==> config.mk <==
export PLATFORM = sky130hd
export DESIGN_NAME = bp_me_ct_credit_receiver
export DESIGN_NICKNAME = d
export VERILOG_FILES = /design/src/rtl/bp_me_ct_credit_receiver.sv
export SDC_FILE = /design/constraint.sdc
export NUM_CORES = 2
export LEC_CHECK = 0
export ABC_CLOCK_PERIOD_IN_PS = 5300
export CAP_MARGIN = 10
export CORE_ASPECT_RATIO = 1.75
export CORE_MARGIN = 4
export CORE_UTILIZATION = 29
export CTS_BUF_LIST = sky130_fd_sc_hd__clkbuf_8 sky130_fd_sc_hd__clkbuf_16
export CTS_CLUSTER_DIAMETER = 50
export DETAILED_ROUTE_END_ITERATION = 10
export GPL_ROUTABILITY_DRIVEN = 0
export SYNTH_ARGS = -nofsm -noshare
export SYNTH_HDL_FRONTEND = slang
export SYNTH_SLANG_ARGS = --single-unit
==> constraint.sdc <==
create_clock -name clk_i -period 5.3 [get_ports clk_i]
set_input_delay 0.53 -clock clk_i [delete_from_list [all_inputs] [get_ports clk_i]]
set_output_delay 0.53 -clock clk_i [all_outputs]
set_load 0.02 [all_outputs]
==> src/rtl/bp_me_ct_credit_receiver.sv <==
`default_nettype none
// +--------------------------------------------------------------------------+
// | bp_me_ct_credit_receiver: credit-tokened link receive FIFO with          |
// | decimated credit return.  Rev 1.0                                        |
// +--------------------------------------------------------------------------+
module bp_me_ct_credit_receiver #(
    parameter int flit_width_p           = 62,
    parameter int remote_credits_p       = 32,
    parameter int lg_credit_decimation_p = 3
) (
    input  logic                                   clk_i,
    input  logic                                   reset_n_i,
    input  logic                                   link_v_i,
    input  logic [flit_width_p-1:0]                link_data_i,
    output logic                                   v_o,
    output logic [flit_width_p-1:0]                data_o,
    input  logic                                   yumi_i,
    output logic                                   credit_v_o,
    output logic [$clog2(remote_credits_p+1)-1:0]  occupancy_o,
    output logic                                   overflow_o
);

    localparam int PTR_W = (remote_credits_p > 1) ? $clog2(remote_credits_p) : 1;
    localparam int OCC_W = $clog2(remote_credits_p + 1);

    logic [flit_width_p-1:0] mem_q [remote_credits_p];
    logic [PTR_W-1:0]        rptr_q, rptr_d;
    logic [PTR_W-1:0]        wptr_q, wptr_d;
    logic [OCC_W-1:0]        occ_q, occ_d;
    logic                    overflow_q, overflow_d;
    logic                    credit_q, credit_d;
    logic                    w_full, w_deq, w_enq;

    // An illegal yumi on an empty FIFO is masked so state cannot corrupt.
    assign w_full = (occ_q == OCC_W'(remote_credits_p));
    assign w_deq  = yumi_i & (occ_q != '0);
    assign w_enq  = link_v_i & (~w_full | w_deq);

    always_comb begin
        rptr_d     = rptr_q;
        wptr_d     = wptr_q;
        occ_d      = occ_q;
        overflow_d = overflow_q | (link_v_i & w_full & ~w_deq);
        if (w_deq) rptr_d = rptr_q + PTR_W'(1);
        if (w_enq) wptr_d = wptr_q + PTR_W'(1);
        if (w_enq & ~w_deq)      occ_d = occ_q + OCC_W'(1);
        else if (w_deq & ~w_enq) occ_d = occ_q - OCC_W'(1);
    end

    generate
        if (lg_credit_decimation_p == 0) begin : g_nodec
            assign credit_d = w_deq;
        end else begin : g_dec
            logic [lg_credit_decimation_p-1:0] cnt_q;
            always_ff @(posedge clk_i or negedge reset_n_i) begin
                if (!reset_n_i)  cnt_q <= '0;
                else if (w_deq)  cnt_q <= cnt_q + lg_credit_decimation_p'(1);
            end
            assign credit_d = w_deq & (&cnt_q);
        end
    endgenerate

    always_ff @(posedge clk_i or negedge reset_n_i) begin
        if (!reset_n_i) begin
            rptr_q     <= '0;
            wptr_q     <= '0;
            occ_q      <= '0;
            overflow_q <= 1'b0;
            credit_q   <= 1'b0;
        end else begin
            rptr_q     <= rptr_d;
            wptr_q     <= wptr_d;
            occ_q      <= occ_d;
            overflow_q <= overflow_d;
            credit_q   <= credit_d;
        end
    end

    // Storage carries no reset; validity is tracked by occupancy alone.
    always_ff @(posedge clk_i) begin
        if (w_enq) mem_q[wptr_q] <= link_data_i;
    end

    assign v_o         = (occ_q != '0);
    assign data_o      = mem_q[rptr_q];
    assign credit_v_o  = credit_q;
    assign occupancy_o = occ_q;
    assign overflow_o  = overflow_q;

    a_yumi_legal: assert property (@(posedge clk_i) disable iff (!reset_n_i)
                                   yumi_i |-> (occ_q != '0));

endmodule
`default_nettype wire

; Yosys cells after proc, flatten, opt, wreduce, memory -nomap -nowiden
; Memories as Yosys holds them, arrays and structs flattened.
; Index checks and enable logic that the tools add are counted.
[totals]
reg_bits = 21
mem_count = 1
inputBits = 66
out_inout_bits = 71
ramBits = 1984
[mem_list]
columns = memory, words, word_bits, rd, rd_clocked_by_memory_dff, write_ports, line
row1 = mem_q, 32, 62, 1, 0, 1, 26  ; logic [flit_width_p-1:0] mem_q [remote_credits_p];
[classes]
eq_ne = 1
muxes = 4
n_bitwise = 12
addsub = 5
reduce_logical = 3
[ops]
columns = op, count
row1 = 6-bit 2-to-1 mux, 2
row2 = 5-bit by 1-bit adder with 5-bit output (second input constant), 2
row3 = 1-bit bitwise AND, 7
row4 = 6-bit by 1-bit adder with 6-bit output (second input constant), 1
row5 = 6-bit equality test (second input constant), 1
row6 = 6-bit nonzero test, 1
row7 = 6-bit by 1-bit subtractor with 6-bit output (second input constant), 1
row8 = 3-bit by 1-bit adder with 3-bit output (second input constant), 1
row9 = 1-bit NOT, 3
row10 = 3-bit AND reduction, 1
row11 = 1-bit 2-to-1 mux, 2
row12 = 1-bit OR, 2
row13 = 2-bit nonzero test, 1

; Depth between registers and ports, before layout
[logic_depth]
ltp_word = 8
ltp_mapped = 11

; Worst setup path before layout
; Ideal clock, no wire load.
[synth_path]
path_type = reg2reg
start = register occ_q[2], in the netlist occupancy_o[2]
end = memory mem_q[29][0] (enable)
arrival_ns = 3.776
path_slack_ns = 1.041
path_stages_with_launch = 6
setup_time_ns = 0.482
cell_sequence = dfrtp_1 -> or4_1 -> o41a_1 -> buf_2 -> nand2_1 -> nor2_1
[synth_via]
elab_chain_cells = 6
[synth_rtl]
columns = item, line
row1 = "start, declared", 29  ; logic [OCC_W-1:0] occ_q, occ_d;
row2 = "start signal, assigned", 67  ; occ_q <= '0;
row3 = "start signal, assigned", 73  ; occ_q <= occ_d;
row4 = 6-bit nonzero test / 6-bit equality test (equally long branches), "36, 35"
row5 = 1-bit bitwise AND / 1-bit NOT (equally long branches), "36, 37"
row6 = 1-bit OR *, 37  ; assign w_enq = link_v_i & (~w_full | w_deq);
row7 = 1-bit bitwise AND *, 37
row8 = net w_enq, 32  ; logic w_full, w_deq, w_enq;
row9 = 1-bit 2-to-1 mux *, 81  ; if (w_enq) mem_q[wptr_q] <= link_data_i;
row10 = 1-bit 2-to-1 mux (not written as such) *, 81
row11 = "end, declared", 26
; Mark *: on every way through the listed nets, which the timed path passes. The rest lies on a longest branch.

; Final worst setup path
[layout_path]
start = register rptr_q[1]
end = output data_o[28]
[layout_via]
elab_chain_cells = 1
[layout_rtl]
columns = item, line
row1 = "start, declared", 27  ; logic [PTR_W-1:0] rptr_q, rptr_d;
row2 = "start signal, assigned", 71  ; rptr_q <= rptr_d;
row3 = memory 32 x 62 bit, n/a
row4 = "end, declared", 16  ; output logic [flit_width_p-1:0] data_o,
; No other way between the ends.

==> results.sh <==
export IMPL_seqCellArea_um2=60110
export IMPL_fin_crit_sh_pct=91.60
export IMPL_cts_setup_buffers=0
export IMPL_core_um2=261000
export IMPL_reg2reg_to="mem_q[10][38]"
export IMPL_cp_end_kind="primary output"
export IMPL_numClockSinks=2005
export IMPL_finalNonFillerCells=7274
export IMPL_critical_path_arrival_ns=4.32
export IMPL_holdWs_ns=0.09734
export IMPL_multi_input_area_um2=15110
export IMPL_setup_tns_ns=0
export IMPL_ctsLongestPathBuffers=4
export IMPL_hpwl_mm=108.6
export IMPL_dieWidth_um=395.0
export IMPL_fmax_ghz=0.2060
export IMPL_yosys_warnings=0
export IMPL_clock_latency_ns=0.83
export IMPL_crit_fanout=36
export IMPL_status="finished, final reports clean"
export IMPL_postSynthAreaPerCell_um2=22.44
export IMPL_syn_area_um2=76010
export IMPL_synth_edf_count=1984
export IMPL_dr_total_vias=36250
export IMPL_die_y_um=685.3
export IMPL_grt_pass1_wl_mm=283.9
export IMPL_antenna_found_initial=23
export IMPL_powerDensity_nw_per_um2=521.5
export IMPL_io_pins=137
export IMPL_max_cap_violations=0
export IMPL_worstSetupPathType="reg -> out"
export IMPL_cp_required_ns=4.77
export IMPL_cts_tree="yes"
export IMPL_worst_pin_slew_ns=1.200
export IMPL_yosysSeqAreaShare_pct=79.07
export IMPL_synthArstFlopShare_pct=1.047
export IMPL_finalHoldViolCount=0
export IMPL_final_max_slew_viol_count=0
export IMPL_fillers=24151
export IMPL_nNetsFinal=3719
export IMPL_power_total_mw=46.03
export IMPL_grt_start_max_net_pins=105
export IMPL_dieArea_um2=270700
export IMPL_drive_gt1_share_pct=21.24
export IMPL_wl_mm=198.8
export IMPL_synth_seq_cells=2005
export IMPL_hold_class="in -> async"
export IMPL_ys_flop_type="edfxtp_1"
export IMPL_syn_nets=3467
export IMPL_start_util_pct=29.13
export IMPL_reg2regPathDepth=5
export IMPL_syn_inst=3387
export IMPL_dp_cells=6960
export IMPL_reg2reg_slack_ns=1.86
export IMPL_grt_pass1_vias=37950
export IMPL_rows=248
export IMPL_slew_limit_headroom_pct=19.72
export IMPL_drc_errors=0
export IMPL_finClkSkew_ns=0.04985
export IMPL_crit_path_start_kind="flip-flop"
export IMPL_period_needed_ns=4.855
export IMPL_grt_usage_pct=14.35
export IMPL_rsz0062_at_grt="no"
export IMPL_clockRootBuffer="clkbuf_16"
export IMPL_setup_violations=0
export IMPL_area_growth_pct=16.12
export IMPL_drt_iter0_drc=3303
export IMPL_path_clk_slew_ns=0.07
export IMPL_hold_buffers=0
export IMPL_drt_wirelength_per_cell_um=27.33
export IMPL_ir_drop_mv=0.5626
export IMPL_cts_buffers=175
export IMPL_portBuffers=136
export IMPL_h_tree_depth=4
export IMPL_drt_first_pass_iters=5
export IMPL_antenna_left=0
export IMPL_ctsResizeCount=0
export IMPL_synth_distinct_cells=42
export IMPL_viasPerCell=4.984
export IMPL_final_util_pct=33.82
export IMPL_rr_startpoint="occupancy_o[5]"
export IMPL_grt_overflow=0
export IMPL_p_leak_nw=27.36
## routing by layer
| metal | share of wire (%) | wire length (µm) | global-route usage (%) | up-vias |
|---|---|---|---|---|
| li1 | - | - | - | 14979 |
| met1 | 37 | 73720 | 16.59 | 19899 |
| met2 | 55 | 109700 | 27.22 | 1013 |
| met3 | 4.5 | 8947 | 1.867 | 337 |
| met4 | 3.2 | 6330 | 4.686 | 22 |
| met5 | 0.062 | 123 | 0 | - |
## report_power, final
group	leakage, nW	internal (mW)	switching, mW	total (mW)
clock network	2.88	7.21	5.66	12.9
registers	18.1	18.5	0.475	19.0
logic	6.36	5.94	8.22	14.2
total	27.4	31.7	14.4	46.0
## stage by stage
step | setup slack, ns | cell area [µm²]
after detailed placement | 1.156 | 82530
after global placement | 1.226 | 82530
after floorplan | 1.041 | 76010
after CTS | 0.2270 | 88200
after global routing | 0.3015 | 88260
final | 0.4451 | 88260
## sequential cells by signal, indices dropped and copies added, names as in the netlist
signal,count
mem_q,1984
overflow_o,1
rptr_q,5
g_dec.cnt_q,3
credit_v_o,1
occupancy_o,6
wptr_q,5
## placed cells by master (no fill, tap or decap), types with 39 or more instances in the layout
cell,count
clkbuf_16,177
mux2i_1,246
a21oi_1,66
mux4_2,374
o22ai_1,61
a22o_1,61
a211oi_1,123
inv_1,39
o221ai_1,62
clkdlybuf4s50_1,136
buf_12,40
a22oi_1,62
edfxtp_1,1984
buf_4,97
## layout make-up
| cell class | instances | area share, % |
|---|---|---|
| sequential | 2005 | 68.11 |
| multi-input combinational | 1173 | 17.12 |
| clock buffer | 177 | 5.018 |
| tap | 3500 | 4.962 |
| timing repair buffer | 275 | 3.337 |
| clock inverter | 132 | 1.409 |
| inverter | 9 | 0.03827 |
| antenna | 3 | 0.008505 |
## Yosys cell counts (2+ instances only)
library cell | instances | area [µm²]
buf_6 | 16 | 180.2
nand4_1 | 4 | 25.02
buf_1 | 10 | 37.54
nand3_1 | 3 | 15.01
a21oi_1 | 66 | 330.3
xor2_1 | 3 | 26.28
a22oi_1 | 62 | 465.5
edfxtp_1 | 1984 | 59580
a211oi_1 | 123 | 923.4
nand3b_1 | 4 | 30.03
xnor2_1 | 9 | 78.83
o221ai_1 | 62 | 543.0
or4_1 | 2 | 15.01
nor3b_1 | 2 | 15.01
mux4_2 | 374 | 8423
mux2i_1 | 246 | 2462
a22o_1 | 61 | 534.3
mux2_1 | 3 | 33.78
or3_1 | 2 | 12.51
inv_1 | 9 | 33.78
nand2_1 | 13 | 48.80
ha_1 | 13 | 162.7
o21ai_0 | 6 | 30.03
o22ai_1 | 61 | 381.6
clkbuf_1 | 98 | 367.9
nor2b_1 | 3 | 18.77
dfrtp_1 | 21 | 525.5
buf_4 | 30 | 225.2
or3b_2 | 2 | 17.52
buf_2 | 46 | 230.2
nor2_1 | 38 | 142.6
## how the worst max path moves through the flow
stage,from,cells past startpoint,slack (ns),endpoint
floorplan,occupancy_o[2],5,1.04,mem_q[29][0]
detailed placement,rptr_q[2],6,1.16,data_o[40]
global route,rptr_q[2],6,0.30,data_o[13]
global placement,rptr_q[2],6,1.23,data_o[40]
finish,rptr_q[1],6,0.45,data_o[28]
CTS,rptr_q[2],6,0.23,data_o[40]
## critical path, cell delays in order, from the launching register on
cell	delay, ns
dfrtp_4	0.63
buf_4	0.56
buf_4	0.55
mux4_2	0.39
a211oi_1	0.09
a21oi_1	0.46
clkdlybuf4s50_1	0.71
## cells by family after synthesis
logic type	count (synthesis)	share of synthesized area, %
buffers and inverters	209	1.414
xor gates and xnor gates	12	0.1383
and+or+nand+nor	76	0.4708
DFF	2005	79.07
adders and majority gates	14	0.2403
AOI/OAI and AO/OA	448	4.303
muxes	623	14.36
(Power assumes the default switching activity.)
